## config.mk

```make
export PLATFORM = sky130hd
export DESIGN_NAME = maze_mem_arbiter
export DESIGN_NICKNAME = d
export VERILOG_FILES = /design/src/rtl/maze_pkg.sv /design/src/rtl/maze_clear_sweeper.sv /design/src/rtl/maze_mem_arbiter.sv
export SDC_FILE = /design/constraint.sdc
export NUM_CORES = 1
export LEC_CHECK = 0
export CAP_MARGIN = 20
export CORE_MARGIN = 2
export CORE_UTILIZATION = 48
export DETAILED_ROUTE_END_ITERATION = 10
export PLACE_DENSITY = 0.79
export SLEW_MARGIN = 20
export SYNTH_ARGS = -nofsm -noshare
export SYNTH_HDL_FRONTEND = slang
export SYNTH_SLANG_ARGS = --single-unit
```

## constraint.sdc

```tcl
create_clock -name clk -period 1.99 [get_ports clk]
set_clock_uncertainty 0.1 [all_clocks]
set_input_delay 0.398 -clock clk [delete_from_list [all_inputs] [get_ports clk]]
set_output_delay 0.398 -clock clk [all_outputs]
set_load 0.01 [all_outputs]
```

## src/rtl/maze_pkg.sv

```systemverilog
// Shared types for the maze memory arbiter slice.
// Coordinate width defaults, FSM states and requester ids.
package maze_pkg;

  localparam int X_W_DEF = 4;
  localparam int Y_W_DEF = 4;

  typedef enum logic [1:0] {
    IDLE,
    ACCESS,
    RESP,
    CLEAR
  } state_t;

  typedef enum logic {
    HOST,
    SOLVER
  } owner_t;

endpackage

```

## src/rtl/maze_clear_sweeper.sv

```systemverilog
// Clear engine: walks every maze cell once, x fastest, one write per cycle.
// Ports: clk, rst (sync, high), i_start -> o_busy, o_x, o_y, o_wr, o_done.
module maze_clear_sweeper
  import maze_pkg::*;
#(
  parameter int X_W = X_W_DEF,
  parameter int Y_W = Y_W_DEF
) (
  input  logic           clk,
  input  logic           rst,
  input  logic           i_start,
  output logic           o_busy,
  output logic [X_W-1:0] o_x,
  output logic [Y_W-1:0] o_y,
  output logic           o_wr,
  output logic           o_done
);

  localparam int CW = X_W + Y_W;

  logic [CW-1:0] r_cnt;
  logic          r_busy;
  logic          r_done;
  logic          w_last;

  assign w_last = r_busy & (&r_cnt);

  always_ff @(posedge clk) begin
    if (rst) begin
      r_cnt  <= '0;
      r_busy <= 1'b0;
      r_done <= 1'b0;
    end else begin
      r_done <= w_last;
      if (r_busy) begin
        // wraps back to zero after the last cell
        r_cnt <= r_cnt + CW'(1);
        if (w_last) begin
          r_busy <= 1'b0;
        end
      end else if (i_start) begin
        r_busy <= 1'b1;
        r_cnt  <= '0;
      end
    end
  end

  assign o_busy = r_busy;
  assign o_wr   = r_busy;
  assign o_x    = r_cnt[X_W-1:0];
  assign o_y    = r_cnt[CW-1:X_W];
  assign o_done = r_done;

endmodule

```

## src/rtl/maze_mem_arbiter.sv

```systemverilog
// Round-robin, burst-limited arbiter for the single-port maze memory.
// Ports: host/solver req+ack channels, clr_start/busy/done, mem_* bus.
module maze_mem_arbiter
  import maze_pkg::*;
#(
  parameter int   X_W       = X_W_DEF,
  parameter int   Y_W       = Y_W_DEF,
  parameter int   MAX_BURST = 4,
  parameter logic CLEAR_VAL = 1'b0
) (
  input  logic           clk,
  input  logic           rst,
  input  logic           hst_req,
  input  logic           hst_we,
  input  logic [X_W-1:0] hst_x,
  input  logic [Y_W-1:0] hst_y,
  input  logic           hst_din,
  output logic           hst_ack,
  output logic           hst_rdata,
  input  logic           slv_req,
  input  logic           slv_we,
  input  logic [X_W-1:0] slv_x,
  input  logic [Y_W-1:0] slv_y,
  input  logic           slv_din,
  output logic           slv_ack,
  output logic           slv_rdata,
  input  logic           clr_start,
  output logic           clr_busy,
  output logic           clr_done,
  output logic [X_W-1:0] mem_x,
  output logic [Y_W-1:0] mem_y,
  output logic           mem_rd,
  output logic           mem_wr,
  output logic           mem_din,
  input  logic           mem_dout
);

  localparam int BW = $clog2(MAX_BURST + 1);
  localparam logic [BW-1:0] MB = BW'(MAX_BURST);

  state_t         r_state;
  state_t         w_nxt;
  owner_t         r_owner;
  owner_t         r_last;
  owner_t         w_win;
  owner_t         w_other;
  logic [BW-1:0]  r_burst;
  logic           r_we;
  logic           r_din;
  logic [X_W-1:0] r_x;
  logic [Y_W-1:0] r_y;
  logic           r_pend;

  logic           w_clr_go;
  logic           w_grant;
  logic           w_both;
  logic           w_keep;

  logic           w_sw_busy;
  logic [X_W-1:0] w_sw_x;
  logic [Y_W-1:0] w_sw_y;
  logic           w_sw_wr;
  logic           w_sw_done;
  logic           w_sw_last;

  maze_clear_sweeper #(
    .X_W (X_W),
    .Y_W (Y_W)
  ) u_sweep (
    .clk     (clk),
    .rst     (rst),
    .i_start (w_clr_go),
    .o_busy  (w_sw_busy),
    .o_x     (w_sw_x),
    .o_y     (w_sw_y),
    .o_wr    (w_sw_wr),
    .o_done  (w_sw_done)
  );

  assign w_sw_last = w_sw_busy & (&w_sw_x) & (&w_sw_y);

  // clear beats any pending request when idle
  assign w_clr_go = (r_state == IDLE) & (r_pend | clr_start);
  assign w_grant  = (r_state == IDLE) & ~(r_pend | clr_start)
                  & (hst_req | slv_req);

  assign w_both  = hst_req & slv_req;
  assign w_keep  = r_burst < MB;
  assign w_other = (r_last == HOST) ? SOLVER : HOST;

  always_comb begin
    w_win = HOST;
    unique case (1'b1)
      w_both:              w_win = w_keep ? r_last : w_other;
      hst_req & ~slv_req:  w_win = HOST;
      slv_req & ~hst_req:  w_win = SOLVER;
      default:             w_win = HOST;
    endcase
  end

  always_comb begin
    w_nxt = r_state;
    unique case (r_state)
      IDLE: begin
        if (w_clr_go) begin
          w_nxt = CLEAR;
        end else if (w_grant) begin
          w_nxt = ACCESS;
        end
      end
      ACCESS: w_nxt = RESP;
      RESP:   w_nxt = IDLE;
      CLEAR: begin
        if (w_sw_last) begin
          w_nxt = IDLE;
        end
      end
      default: w_nxt = IDLE;
    endcase
  end

  always_ff @(posedge clk) begin
    if (rst) begin
      r_state <= IDLE;
      r_owner <= HOST;
      r_last  <= HOST;
      r_burst <= '0;
      r_we    <= 1'b0;
      r_din   <= 1'b0;
      r_x     <= '0;
      r_y     <= '0;
      r_pend  <= 1'b0;
    end else begin
      r_state <= w_nxt;
      // a start seen mid-sweep is absorbed
      if (w_clr_go) begin
        r_pend <= 1'b0;
      end else if (clr_start && r_state != CLEAR) begin
        r_pend <= 1'b1;
      end
      if (w_grant) begin
        r_owner <= w_win;
        if (w_win == HOST) begin
          r_we  <= hst_we;
          r_din <= hst_din;
          r_x   <= hst_x;
          r_y   <= hst_y;
        end else begin
          r_we  <= slv_we;
          r_din <= slv_din;
          r_x   <= slv_x;
          r_y   <= slv_y;
        end
        if (w_win == r_last) begin
          if (r_burst != MB) begin
            r_burst <= r_burst + BW'(1);
          end
        end else begin
          r_last  <= w_win;
          r_burst <= BW'(1);
        end
      end
    end
  end

  always_comb begin
    hst_ack   = 1'b0;
    hst_rdata = 1'b0;
    slv_ack   = 1'b0;
    slv_rdata = 1'b0;
    mem_x     = '0;
    mem_y     = '0;
    mem_rd    = 1'b0;
    mem_wr    = 1'b0;
    mem_din   = 1'b0;
    unique case (r_state)
      IDLE: begin
      end
      ACCESS: begin
        mem_x   = r_x;
        mem_y   = r_y;
        mem_wr  = r_we;
        mem_rd  = ~r_we;
        mem_din = r_din;
      end
      RESP: begin
        if (r_owner == HOST) begin
          hst_ack   = 1'b1;
          hst_rdata = ~r_we & mem_dout;
        end else begin
          slv_ack   = 1'b1;
          slv_rdata = ~r_we & mem_dout;
        end
      end
      CLEAR: begin
        mem_x   = w_sw_x;
        mem_y   = w_sw_y;
        mem_wr  = w_sw_wr;
        mem_din = CLEAR_VAL;
      end
      default: begin
      end
    endcase
  end

  assign clr_busy = r_pend | (r_state == CLEAR);
  assign clr_done = w_sw_done;

endmodule

```

# Yosys cells after proc, flatten, opt, wreduce, memory -nomap -nowiden

Cells that the tools add are included.

Register bits after elaboration: 28
Bits of input ports: 26
Output and inout port bits: 17
Logic and storage cells: 81

Add/sub/neg operators: 2
Magnitude comparators: 1
Equal/unequal tests: 9
Multiplexer cells: 31
Bitwise operators: 16
Reduce and logical (&&, ||, !) cells: 10

Operators with widths:

| cell                | count |
|---|---|
| $mux 1              | 17 |
| $mux 8              | 2 |
| $pmux 4 s2          | 2 |
| $and 1x1->1         | 9 |
| $add 8x1->8 const B | 1 |
| $mux 4              | 2 |
| $pmux 2 s4          | 1 |
| $reduce_and 4->1    | 2 |
| $reduce_and 8->1    | 1 |
| $mux 2              | 3 |
| $mux 3              | 2 |
| $reduce_and 2->1    | 3 |
| $eq 2x2->1 const B  | 2 |
| $ne 2x2->1 const B  | 2 |
| $not 1->1           | 4 |
| $pmux 1 s2          | 2 |
| $add 3x1->3 const B | 1 |
| $lt 3x3->1 const B  | 1 |
| $ne 3x2->1 const B  | 1 |
| $ne 3x3->1 const B  | 1 |
| $or 1x1->1          | 3 |
| $eq 2x1->1 const B  | 1 |
| $logic_not 2->1     | 1 |
| $ne 2x1->1 const B  | 1 |
| 4 further kinds     | 4 |

# Depth between registers and ports, before layout

Word-level depth: 7
Depth in mapped cells: 6
Depth with buffers taken out: 5

# Modules after synthesis

A second synthesis with hierarchy kept.

Cell total of the unflattened synthesis: 182
Area, all modules: 1,641.6 um^2

Modules (own cells, without submodules):

| module             | instances | cells an instance | area an instance (um^2) | sequential area each (um^2) |
|---|---|---|---|---|
| maze_mem_arbiter   | 1         | 135               | 1,206.2                 | 360.3 |
| maze_clear_sweeper | 1         | 47                | 435.4                   | 200.2 |

# Worst setup path after synthesis

Ideal clock, no wire load.

Path type: reg2out
From: register r_state[1]
To: output port slv_rdata
Arrival: 1.046 ns
Data required time: 1.492 ns
Slack: 0.446 ns
Cell stages (with the launch flop): 5
Path buffers: 1
Cell sequence: dfxtp_1 > buf_2 > nor2b_1 > and2_1 > and3b_1

Word-level cells in the longest chain between the ends: 2

Ends and longest elaborated chain:

| what                   | RTL line                | text |
|---|---|---|
| start, declared        | maze_mem_arbiter.sv:41  | `state_t r_state;` |
| start signal, assigned | maze_mem_arbiter.sv:134 | `r_state <= w_nxt;` |
| $eq 2x2->1             | maze_mem_arbiter.sv:176 | `unique case (r_state)` |
| $mux 1                 | maze_mem_arbiter.sv:176 |  |
| end, declared          | maze_mem_arbiter.sv:26  | `output logic slv_rdata,` |

Every way passes these cells.

# Final worst setup path

From: register r_state[1]
To: output port mem_y[3]

Word-level cells in the longest chain between the ends: 2
Elaborated cells on any way between the ends: 3
Classes of those cells: 2 x eq/ne; 1 x mux

Ends and longest elaborated chain:

| what                                            | RTL line                | text |
|---|---|---|
| $eq 2x2->1 / $eq 2x1->1 (equally long branches) | maze_mem_arbiter.sv:176 |  |
| $pmux 4 s2 (*)                                  | maze_mem_arbiter.sv:176 |  |
| end, declared                                   | maze_mem_arbiter.sv:31  | `output logic [Y_W-1:0] mem_y,` |

Every way passes the cells marked *; elsewhere a longest branch is shown, timed or not.

==> metrics.txt <==
status=completed; Mapped Nets=between 200 and 250; Final Max Slew Viols=0; GRT Resource Usage Total=19.6%; Startpoint Class=flip-flop; FFs w/ async S/R, synth=0%; peak supply drop=0.320 mV; TritonCTS Buffers=3; Top FF cell, synth=dfxtp_1; DR vias=~1.5k; vias per std cell=5.54; Final Hold Vio Count=0; Starting DRT DRC Count=52; layer with the highest usage=met2; mapped cell area=approximately 1700 sq um; CP max-delay cell=dfxtp_4; TritonRoute pass-1 iters=4; CP Class=flip-flop to primary output; initial antenna violation count=0; final net count=256; vias in the first global route=1406; Pleak=0.904 nW; max_slew headroom=77.5%; M2 GR Usage=between 30% and 40%; capturing point of the worst reg2reg path=r_burst[0]; share of cells above drive strength 1=between 10% and 20%; syn avg cell area=9.11 sq um; # IOs=43; Core Util, Final=65.4%; antenna cells=0; Worst Hold Path EP=r_y[0]; Die X=62.8 um; Worst Path Required=1490 ps; CTS max path bufs=2; fin crit share=a little over nine tenths; Die Height=around 63 um; gr ovfl total=0; Place WS=-61.0 ps; Worst R2R Path Depth=6; port bufs=42; library cells used by synthesis=47; Critical Path AT=1410 ps; Reg clk slew, reported paths=150 ps; row count=21; GP Congestion=approximately 0.77; initial core utilization=roughly 50%; CP max FO=4; P&R area growth vs syn=31.7%; met1 GRT Util=23.1%; hold depth=2; worst r2r src=r_state[0]; Placeable Area=3340 sq um; Hold Crit Start=r_y[0]; EDFF count, synth=0; most common cell after layout, fill and taps aside=clkdlybuf4s50_1; Yosys warning total=0; commonest non-fill, non-tap cells in the layout=clkdlybuf4s50_1, dfxtp_1, mux2i_1; Residual DRC=0; Final ANT Viol Nets=0; TritonCTS clock tree=yes; routed wire length=3.83 mm; Hold Slack=422 ps; CP cell instances=buf_4, mux2i_1, nor2b_1, dlygate4sd2_1; TritonCTS Sinks=28; PD cells=573 nW/um^2; Final setup viols=0; R2R setup slack=410 ps; Setup crit end kind=primary output; Seq/Total Area, Yosys=33.8%; largest net degree at the start of global routing=29; Clk Latency, worst-skew pair=about 330 ps; first-pass GRT wire length=6.30 mm; Worst-Margin Slew=roughly 340 ps; fmax=525 MHz; H-Tree Depth=1; flop and latch count out of synthesis=28; Cells after Synth=182; CTS Root Cell=clkbuf_4; Max stage delay on crit path=around 400 ps; post-layout min period=about 1900 ps; Final HPWL DP=a little under 3 mm; area of the die=3940 sq um; Post-CTS Hold Buffers=0; met3 GRT Util=3.78%; HP Class=flip-flop to flip-flop; PnR worst setup slack=around 86 ps; Routed WL per cell=14.1 um; max_cap viols=0; RSZ-0062 raised after global routing=no
logic make-up (layout without fill, tap and decap cells):
group,after synthesis,count (layout),synth area share (%)
AND/OR/NAND/NOR,70,70,23.5
AO/OA/AOI/OAI,39,39,20.0
flip-flops,28,28,33.8
multiplexers,21,21,13.0
buffers and inverters,20,63,6.87
adder cells (fa/ha/maj),3,3,2.26
XOR/XNOR,1,1,0.528
Yosys cell counts, types with 2 or more instances:
cell,instances,area (sq um)
dfxtp_1,28,561
mux2i_1,20,200
nor2_1,17,63.8
a211oi_2,11,138
nand2_1,11,41.3
nor2b_1,10,62.6
a21oi_1,9,45.0
inv_1,5,18.8
nand3_1,5,25.0
and2_1,4,25.0
buf_2,4,20.0
clkbuf_1,4,15.0
a311oi_1,3,26.3
and3b_1,3,26.3
buf_4,3,22.5
buf_6,3,33.8
ha_1,3,37.5
nand4_1,3,18.8
nor3_1,3,15.0
a211oi_1,2,15.0
a31oi_1,2,12.5
and4_1,2,17.5
nand2b_1,2,12.5
o21ai_0,2,10.0
flip-flops by register name (all words and copies together) (netlist names):
register,cells
r_burst,3
r_din,1
r_last,1
r_owner,1
r_pend,1
r_state,2
r_we,1
r_x,4
r_y,4
u_sweep.o_busy,1
u_sweep.o_done,1
u_sweep.r_cnt,8
power breakdown:
group	internal (mW)	switching [mW]	total (mW)
Combinational	0.200	0.183	0.383
Clock	0.0710	0.164	0.235
Sequential	0.600	0.0323	0.633
Total	0.872	0.380	1.25
critical path: cells and delay by family (launching register included):
kind                   cells  cell delay (ps)
multiplexers               1              220
AND/OR/NAND/NOR            1               70
buffers and inverters      2              410
flip-flops                 1              390
metrics by stage:
step	total power, mW	cell area (sq um)	TNS [ps]	cells
after floorplan	0.874	1660	0	182
after global placement	1.01	2140	-82.8	267
after detailed placement	1.03	2140	-482	267
after CTS	1.25	2160	-192	271
after global routing	1.32	2180	0	271
final	1.25	2180	0	271
layer usage:
layer  up-vias  routed length [um]
met3         4                 224
met5         -                   0
met1       708                1640
li1        740                   -
met4         0                  36
met2        50                1930
how the worst max path moves through the flow:
stage               startpoint   endpoint  slack, ps  cells past startpoint
finish              r_state[1]   mem_y[3]         90                      4
global route        r_state[1]   mem_y[3]          7                      4
CTS                 r_state[1]   mem_x[0]       -190                      4
detailed placement     hst_req     r_x[0]        -60                      4
global placement      mem_dout  hst_rdata        -40                      3
floorplan           r_state[1]  slv_rdata        450                      4
what timing repair did:
action | in CTS | in global routing
endpoints found under the setup margin | 16 | 9
buffers inserted | 1 | 0
resized for setup | 19 | 9
layout make-up:
class                           instances  area [sq um]
Sequential cell                        28           567
Fill cell                             311          1150
Timing Repair Buffer                   55           532
Clock buffer                            3          22.5
Multi-Input combinational cell        134           986
Inverter                                5          18.8
Tap cell                               46          57.6
No activity file was read; power rests on OpenSTA's default activity.
